### config.mk
export PLATFORM = sky130hd
export DESIGN_NAME = display_scan_ctrl
export DESIGN_NICKNAME = d
export VERILOG_FILES = /design/src/rtl/display_scan_ctrl_pkg.sv /design/src/rtl/display_scan_ctrl_seg7_decod.sv /design/src/rtl/display_scan_ctrl.sv
export SDC_FILE = /design/constraint.sdc
export NUM_CORES = 1
export LEC_CHECK = 0
export ABC_AREA = 1
export CAP_MARGIN = 15
export CORE_MARGIN = 5
export CORE_UTILIZATION = 40
export CTS_CLUSTER_SIZE = 16
export DETAILED_ROUTE_END_ITERATION = 6
export SYNTH_ARGS = -nofsm -noshare
export SYNTH_HDL_FRONTEND = slang
export SYNTH_SLANG_ARGS = --single-unit
export TNS_END_PERCENT = 10
### constraint.sdc
create_clock -name clock -period 3.3 [get_ports clock]
set_input_delay 0.495 -clock clock [delete_from_list [all_inputs] [get_ports clock]]
set_output_delay 0.495 -clock clock [all_outputs]
set_load 0.02 [all_outputs]
### src/rtl/display_scan_ctrl_pkg.sv
// Shared segment patterns and default sizing for the multiplexed 7-segment scanner.
// Segment vectors are [0:6] = a..g, active-low (0 = lit).
package display_scan_ctrl_pkg;

    localparam int N_DIGITOS_DEF     = 4;
    localparam int DIV_VARREDURA_DEF = 50000;

    localparam logic [0:6] SEG_0       = 7'b0000001;
    localparam logic [0:6] SEG_1       = 7'b1001111;
    localparam logic [0:6] SEG_2       = 7'b0010010;
    localparam logic [0:6] SEG_3       = 7'b0000110;
    localparam logic [0:6] SEG_4       = 7'b1001100;
    localparam logic [0:6] SEG_5       = 7'b0100100;
    localparam logic [0:6] SEG_6       = 7'b0100000;
    localparam logic [0:6] SEG_7       = 7'b0001111;
    localparam logic [0:6] SEG_8       = 7'b0000000;
    localparam logic [0:6] SEG_9       = 7'b0000100;
    localparam logic [0:6] SEG_ERRO    = 7'b0110000;
    localparam logic [0:6] SEG_APAGADO = 7'b1111111;

endpackage

### src/rtl/display_scan_ctrl_seg7_decod.sv
// Combinational BCD to 7-segment decoder; non-BCD codes render an "E".
module seg7_decod
    import display_scan_ctrl_pkg::*;
(
    input  logic [3:0] bcd_i,
    output logic [0:6] seg_o
);

    always_comb begin
        case (bcd_i)
            4'd0:    seg_o = SEG_0;
            4'd1:    seg_o = SEG_1;
            4'd2:    seg_o = SEG_2;
            4'd3:    seg_o = SEG_3;
            4'd4:    seg_o = SEG_4;
            4'd5:    seg_o = SEG_5;
            4'd6:    seg_o = SEG_6;
            4'd7:    seg_o = SEG_7;
            4'd8:    seg_o = SEG_8;
            4'd9:    seg_o = SEG_9;
            default: seg_o = SEG_ERRO;
        endcase
    end

endmodule

### src/rtl/display_scan_ctrl.sv
// Time-multiplexed 7-segment scan controller with frame-synchronous value updates.
// Optional macro DISPLAY_SCAN_ZERO_BLANK_EN blanks leading-zero digits (digit 0 always shown).
module display_scan_ctrl
    import display_scan_ctrl_pkg::*;
#(
    parameter int N_DIGITOS     = N_DIGITOS_DEF,
    parameter int DIV_VARREDURA = DIV_VARREDURA_DEF
) (
    input  logic                   clock,
    input  logic                   reset_n,
    input  logic [4*N_DIGITOS-1:0] valor,
    input  logic                   carga,
    output logic                   pendente,
    output logic [N_DIGITOS-1:0]   anodo,
    output logic [0:6]             segmentos
);

    localparam int IW = $clog2(N_DIGITOS);
    localparam int CW = $clog2(DIV_VARREDURA);
    localparam logic [IW-1:0]        IDX_LAST = IW'(N_DIGITOS - 1);
    localparam logic [CW-1:0]        CNT_LAST = CW'(DIV_VARREDURA - 1);
    localparam logic [N_DIGITOS-1:0] ONE_HOT0 = {{(N_DIGITOS-1){1'b0}}, 1'b1};

    logic [CW-1:0]          cnt_q, cnt_d;
    logic [IW-1:0]          idx_q, idx_d;
    logic [4*N_DIGITOS-1:0] buf_q, buf_d;
    logic [4*N_DIGITOS-1:0] disp_q, disp_d;
    logic                   pend_q, pend_d;
    logic [N_DIGITOS-1:0]   anodo_q, anodo_d;
    logic [0:6]             seg_q, seg_d;

    logic       tick;
    logic       frameEnd;
    logic [3:0] digitSel;
    logic [0:6] digitSeg;

    assign tick     = (cnt_q == CNT_LAST);
    assign frameEnd = tick && (idx_q == IDX_LAST);
    assign digitSel = disp_q[{idx_q, 2'b00} +: 4];

    seg7_decod u_decod (
        .bcd_i (digitSel),
        .seg_o (digitSeg)
    );

    // A load on the frame-end cycle bypasses the buffer; otherwise it waits there.
    always_comb begin
        cnt_d  = tick ? '0 : cnt_q + 1'b1;
        idx_d  = idx_q;
        buf_d  = buf_q;
        disp_d = disp_q;
        pend_d = pend_q;
        if (tick) begin
            idx_d = (idx_q == IDX_LAST) ? '0 : idx_q + 1'b1;
        end
        if (frameEnd) begin
            if (carga) begin
                disp_d = valor;
            end else if (pend_q) begin
                disp_d = buf_q;
            end
            pend_d = 1'b0;
        end else if (carga) begin
            buf_d  = valor;
            pend_d = 1'b1;
        end
    end

`ifdef DISPLAY_SCAN_ZERO_BLANK_EN
    logic [IW-1:0] msdIdx;

    always_comb begin
        msdIdx = '0;
        for (int k = 1; k < N_DIGITOS; k++) begin
            if (disp_q[4*k +: 4] != 4'd0) begin
                msdIdx = IW'(k);
            end
        end
        anodo_d = ~(ONE_HOT0 << idx_q);
        seg_d   = (idx_q > msdIdx) ? SEG_APAGADO : digitSeg;
    end
`else
    always_comb begin
        anodo_d = ~(ONE_HOT0 << idx_q);
        seg_d   = digitSeg;
    end
`endif

    always_ff @(posedge clock or negedge reset_n) begin
        if (!reset_n) begin
            cnt_q   <= '0;
            idx_q   <= '0;
            buf_q   <= '0;
            disp_q  <= '0;
            pend_q  <= 1'b0;
            anodo_q <= '1;
            seg_q   <= SEG_APAGADO;
        end else begin
            cnt_q   <= cnt_d;
            idx_q   <= idx_d;
            buf_q   <= buf_d;
            disp_q  <= disp_d;
            pend_q  <= pend_d;
            anodo_q <= anodo_d;
            seg_q   <= seg_d;
        end
    end

    assign pendente  = pend_q;
    assign anodo     = anodo_q;
    assign segmentos = seg_q;

endmodule

==> flow_results.org <==
** Yosys
- Number of flops mapped to enable cells by yosys :: 0
- The netlist uses 28 different library cells.
- During synthesis, Yosys emitted a total of 0 warnings.
- After synthesis the netlist holds a flip-flop and latch count of 62.
- For this run, the leading register cell type out of synthesis is sky130_fd_sc_hd__dfrtp_1.
- Ys async rst share :: 1.00
- Number of instances in the synthesized netlist :: 409
- Net count after synthesis :: 440
- For this run, the register share of the synthesized area comes to 0.489.
- Averaged over all synthesized cells, the footprint is 7.83 um2.
- Post-synthesis cell area :: 0.00320 mm2

** STA
- Timing would allow up to 473 MHz.
- The clock arrives with 0.00746 ns of skew.
- The number of slew-limit violations in the final report was 0.
- Setup violations remaining at the end of the flow were counted as 0.
- Transition time of the tightest slew-check pin :: 0.567 ns
- The final number of hold-violating endpoints came to 0.
- Final setup slack of the worst path :: 1.18 ns
- Final clock period utilization by the worst path :: 0.641
- Setup repair after global routing left no endpoint under its margin.
- In this run the tightest slew margin relative to its limit is 0.611.
- Final hold analysis gives a worst-case slack of 0.0948 ns.
- Final sum of negative setup slack :: 0 ns
- Time the worst path needs with I/O delays and setup :: 2.12 ns

** Detailed routing
- The detail route stage leaves a number of antenna-violating nets equal to 0.
- Aggregate routed wire length :: 6290 um
- Vias after detailed routing :: 2560
- Met1 WL :: 3230 um
- After detailed routing, the number of remaining DRC violations is 0.
- In the detailed route, the total length drawn on met3 is 278 um.
- The first detailed-routing pass ran for 4 iterations.
- Met2 layer wire length in the routed design :: 2650 um
- Uppermost layer routed :: met4
- Per-cell via count in the routed design :: 4.68
- Detailed-route wire length per cell :: 11.5 um
- In this run, the number of DRC markers left after iteration 0 of detailed routing was 154.

** CTS
- Number of setup buffers added after CTS :: 0
- Clock slew at reported path FFs :: 0.06 ns
- Counting along the longest clock path gives a buffer depth of 2.
- After clock tree synthesis, the flow added hold-fix buffers numbering 0.
- Source-to-sink clock delay at the later pin of the worst-skew pair :: 0.33 ns
- TritonCTS created 9 clock buffers.
- TritonCTS built the clock tree.
- Clock sink count :: 62
- Clock Root Buffer :: sky130_fd_sc_hd__clkbuf_8
- The H-tree was split into 3 levels.
- Number of gates resized after CTS :: 0

** Finish
- Layout-stage area growth over the synthesis result :: 17.1%
- The library cell used most frequently in the layout, excluding fill and tap cells, is sky130_fd_sc_hd__nand2_1.
- Ratio of cells with drive above 1 in the final layout :: 0.0854
- Count of fill cells added during filler insertion :: 817
- The finished cells cover 0.00375 mm2.
- Antenna cell count :: 0
- Net count, final :: 471
- Fraction of the core area covered by cells at the end of the flow :: 0.483
- The library cells used most frequently in the layout, excluding fill and tap cells, are sky130_fd_sc_hd__nand2_1 (131), sky130_fd_sc_hd__dfrtp_1 (51), sky130_fd_sc_hd__inv_1 (46), sky130_fd_sc_hd__nor2_1 (41), sky130_fd_sc_hd__nand3_1 (35).
- After the flow finishes, the layout carries non-filler instances totaling 547.

** Critical path
- STA classifies the critical path startpoint as a flip-flop.
- Largest fanout on the critical path :: 12
- Chain of cells forming the critical path :: inv_2 > nand2_1 > nand2_1 > mux2i_1 > inv_1 > ha_1 > o21ai_0 > nor2_1
- Standard cell with the maximum stage delay on the critical path :: sky130_fd_sc_hd__dfrtp_1
- The critical path is of the reg -> reg type.
- Counting stages on the worst path, the most repeated cell is sky130_fd_sc_hd__nand2_1.
- Endpoint required time on the critical path :: 3.55 ns
- Register-to-register setup slack :: 1.18 ns
- Grouping stages by cell kind, the critical path spends the most delay in flip-flops.
- Crit Reg-Reg Startpoint :: idx_q[0]$_DFFE_PN0N_
- On the worst path, the slowest cell contributes a delay of 0.56 ns.
- Worst Setup End Kind :: flip-flop
- Length in cells of the worst reg-to-reg path :: 8
- Buf+Inv Stages, Crit Path :: 2
- Data on the critical path arrives at its endpoint at 2.37 ns.
- The endpoint identified for the worst register-to-register timing path is segmentos[5]$_DFF_PN1_.

** Power and ir drop
- Clock power share :: 0.394
- The worst-case IR drop observed on VDD is 0.157 mV.
- Power comes to 1.44 mW.
- In this run the static leakage power is 1.90 nW.
- The share of total power dissipated in combinational logic is 0.061.
- Power per Cell Area :: 385 mW/mm2
- The share of total power dissipated in sequential elements is 0.545.
- Fraction of power spent switching nets :: 0.233
- For this design the total switching power over the nets is 0.337 mW.
- Internal power comes to 1.11 mW.

** Die
- Initial standard-cell utilization of the core :: 0.412
- The die is 99.5 um wide.
- Vertical die dimension :: 99.5 um
- CORE AREA :: 0.00777 mm2
- The die covers 0.00989 mm2.
- The floorplan has 32 rows.
- Number of placed I/O pins :: 31

** Status
- The flow ran to the end, and the final reports show no timing, DRC or antenna violations.

** Global routing
- Entering global routing, the biggest net connects 50 pins.
- For this run, the total global-route usage over all layers was measured as 0.138.
- Number of antenna violations at the first check in global routing :: 0
- Via count of the first global-routing pass :: 2453
- After global routing the overflow that remains totals 0.
- The first global-routing pass estimated 11100 um of wire.

** Placement
- The HPWL after detailed placement is 4570 um.
- Routability-driven placement congestion ratio :: 0.853
- DP Area :: 0.00359 mm2
- # port buffers :: 30
- DP Cell Count :: 531
- Before CTS, the worst setup slack after placement is 1.15 ns.

** Job
- Across the run, the number of max-cap violations was 0.

** Worst hold path
- The min-delay analysis places its worst path in the category in -> async.
sequential cells by signal (all words and copies together) (netlist names):
register / cells
cnt_q: 16
pendente: 1
idx_q: 2
segmentos: 7
anodo: 4
disp_q: 16
buf_q: 16
cell usage after synthesis (2+ instances only):
| library cell | number | share of area |
|---|---|---|
| sky130_fd_sc_hd__nand2_1 | 131 | 0.15 |
| sky130_fd_sc_hd__dfrtp_1 | 51 | 0.40 |
| sky130_fd_sc_hd__inv_1 | 46 | 0.054 |
| sky130_fd_sc_hd__nor2_1 | 41 | 0.048 |
| sky130_fd_sc_hd__nand3_1 | 35 | 0.055 |
| sky130_fd_sc_hd__o21ai_0 | 24 | 0.038 |
| sky130_fd_sc_hd__nand4_1 | 16 | 0.031 |
| sky130_fd_sc_hd__ha_1 | 12 | 0.047 |
| sky130_fd_sc_hd__dfstp_2 | 11 | 0.090 |
| sky130_fd_sc_hd__buf_2 | 6 | 0.0094 |
| sky130_fd_sc_hd__xor2_1 | 6 | 0.016 |
| sky130_fd_sc_hd__clkbuf_1 | 5 | 0.0059 |
| sky130_fd_sc_hd__nor3_1 | 4 | 0.0063 |
| sky130_fd_sc_hd__a21oi_1 | 3 | 0.0047 |
| sky130_fd_sc_hd__inv_2 | 3 | 0.0035 |
| sky130_fd_sc_hd__buf_1 | 2 | 0.0023 |
| sky130_fd_sc_hd__o21ai_1 | 2 | 0.0031 |
worst max path at each step:
stage | start | end | cells past startpoint
6_report | idx_q[0]$_DFFE_PN0N_ | segmentos[5]$_DFF_PN1_ | 8
5_1_grt | idx_q[0]$_DFFE_PN0N_ | segmentos[6]$_DFF_PN1_ | 8
4_1_cts | idx_q[0]$_DFFE_PN0N_ | segmentos[5]$_DFF_PN1_ | 8
3_5_place_dp | idx_q[0]$_DFFE_PN0N_ | segmentos[5]$_DFF_PN1_ | 8
3_3_place_gp | idx_q[0]$_DFFE_PN0N_ | segmentos[5]$_DFF_PN1_ | 8
2_1_floorplan | idx_q[0]$_DFFE_PN0N_ | segmentos[5]$_DFF_PN1_ | 9
cell type report:
cell class / instances / area, um2 / share of cell area
clock inverter: 2 / 10.0 / 0.00267
multi-input combinational: 283 / 1380 / 0.367
timing repair buffer: 35 / 333 / 0.0888
inverter: 49 / 184 / 0.0490
sequential: 62 / 1570 / 0.417
clock buffer: 14 / 153 / 0.0407
tap: 102 / 128 / 0.0340
cell families (layout without fill, tap and decap cells):
logic type | Yosys count | count (layout) | synth area share
adders and majority gates | 12 | 12 | 0.0469
muxes | 1 | 1 | 0.00313
AOI/OAI and AO/OA | 30 | 30 | 0.0473
and+or+nand+nor | 234 | 234 | 0.317
buffers and inverters | 64 | 100 | 0.0809
DFF | 62 | 62 | 0.489
xor gates and xnor gates | 6 | 6 | 0.0164
routing by layer:
layer / vias up / GRT usage
met5: - / 0
met4: 0 / 0.0557
met3: 13 / 0.0386
met2: 55 / 0.202
met1: 1143 / 0.192
li1: 1349 / -
power by group through the flow:
stage	Combinational (mW)	Sequential, mW	Clock, mW
CTS	0.0904	0.786	0.591
finish	0.0881	0.787	0.569
detailed placement	0.0905	0.800	0
global placement	0.0888	0.800	0
global route	0.104	0.788	0.624
floorplan	0.0418	0.798	0
(Power assumes the default switching activity.)
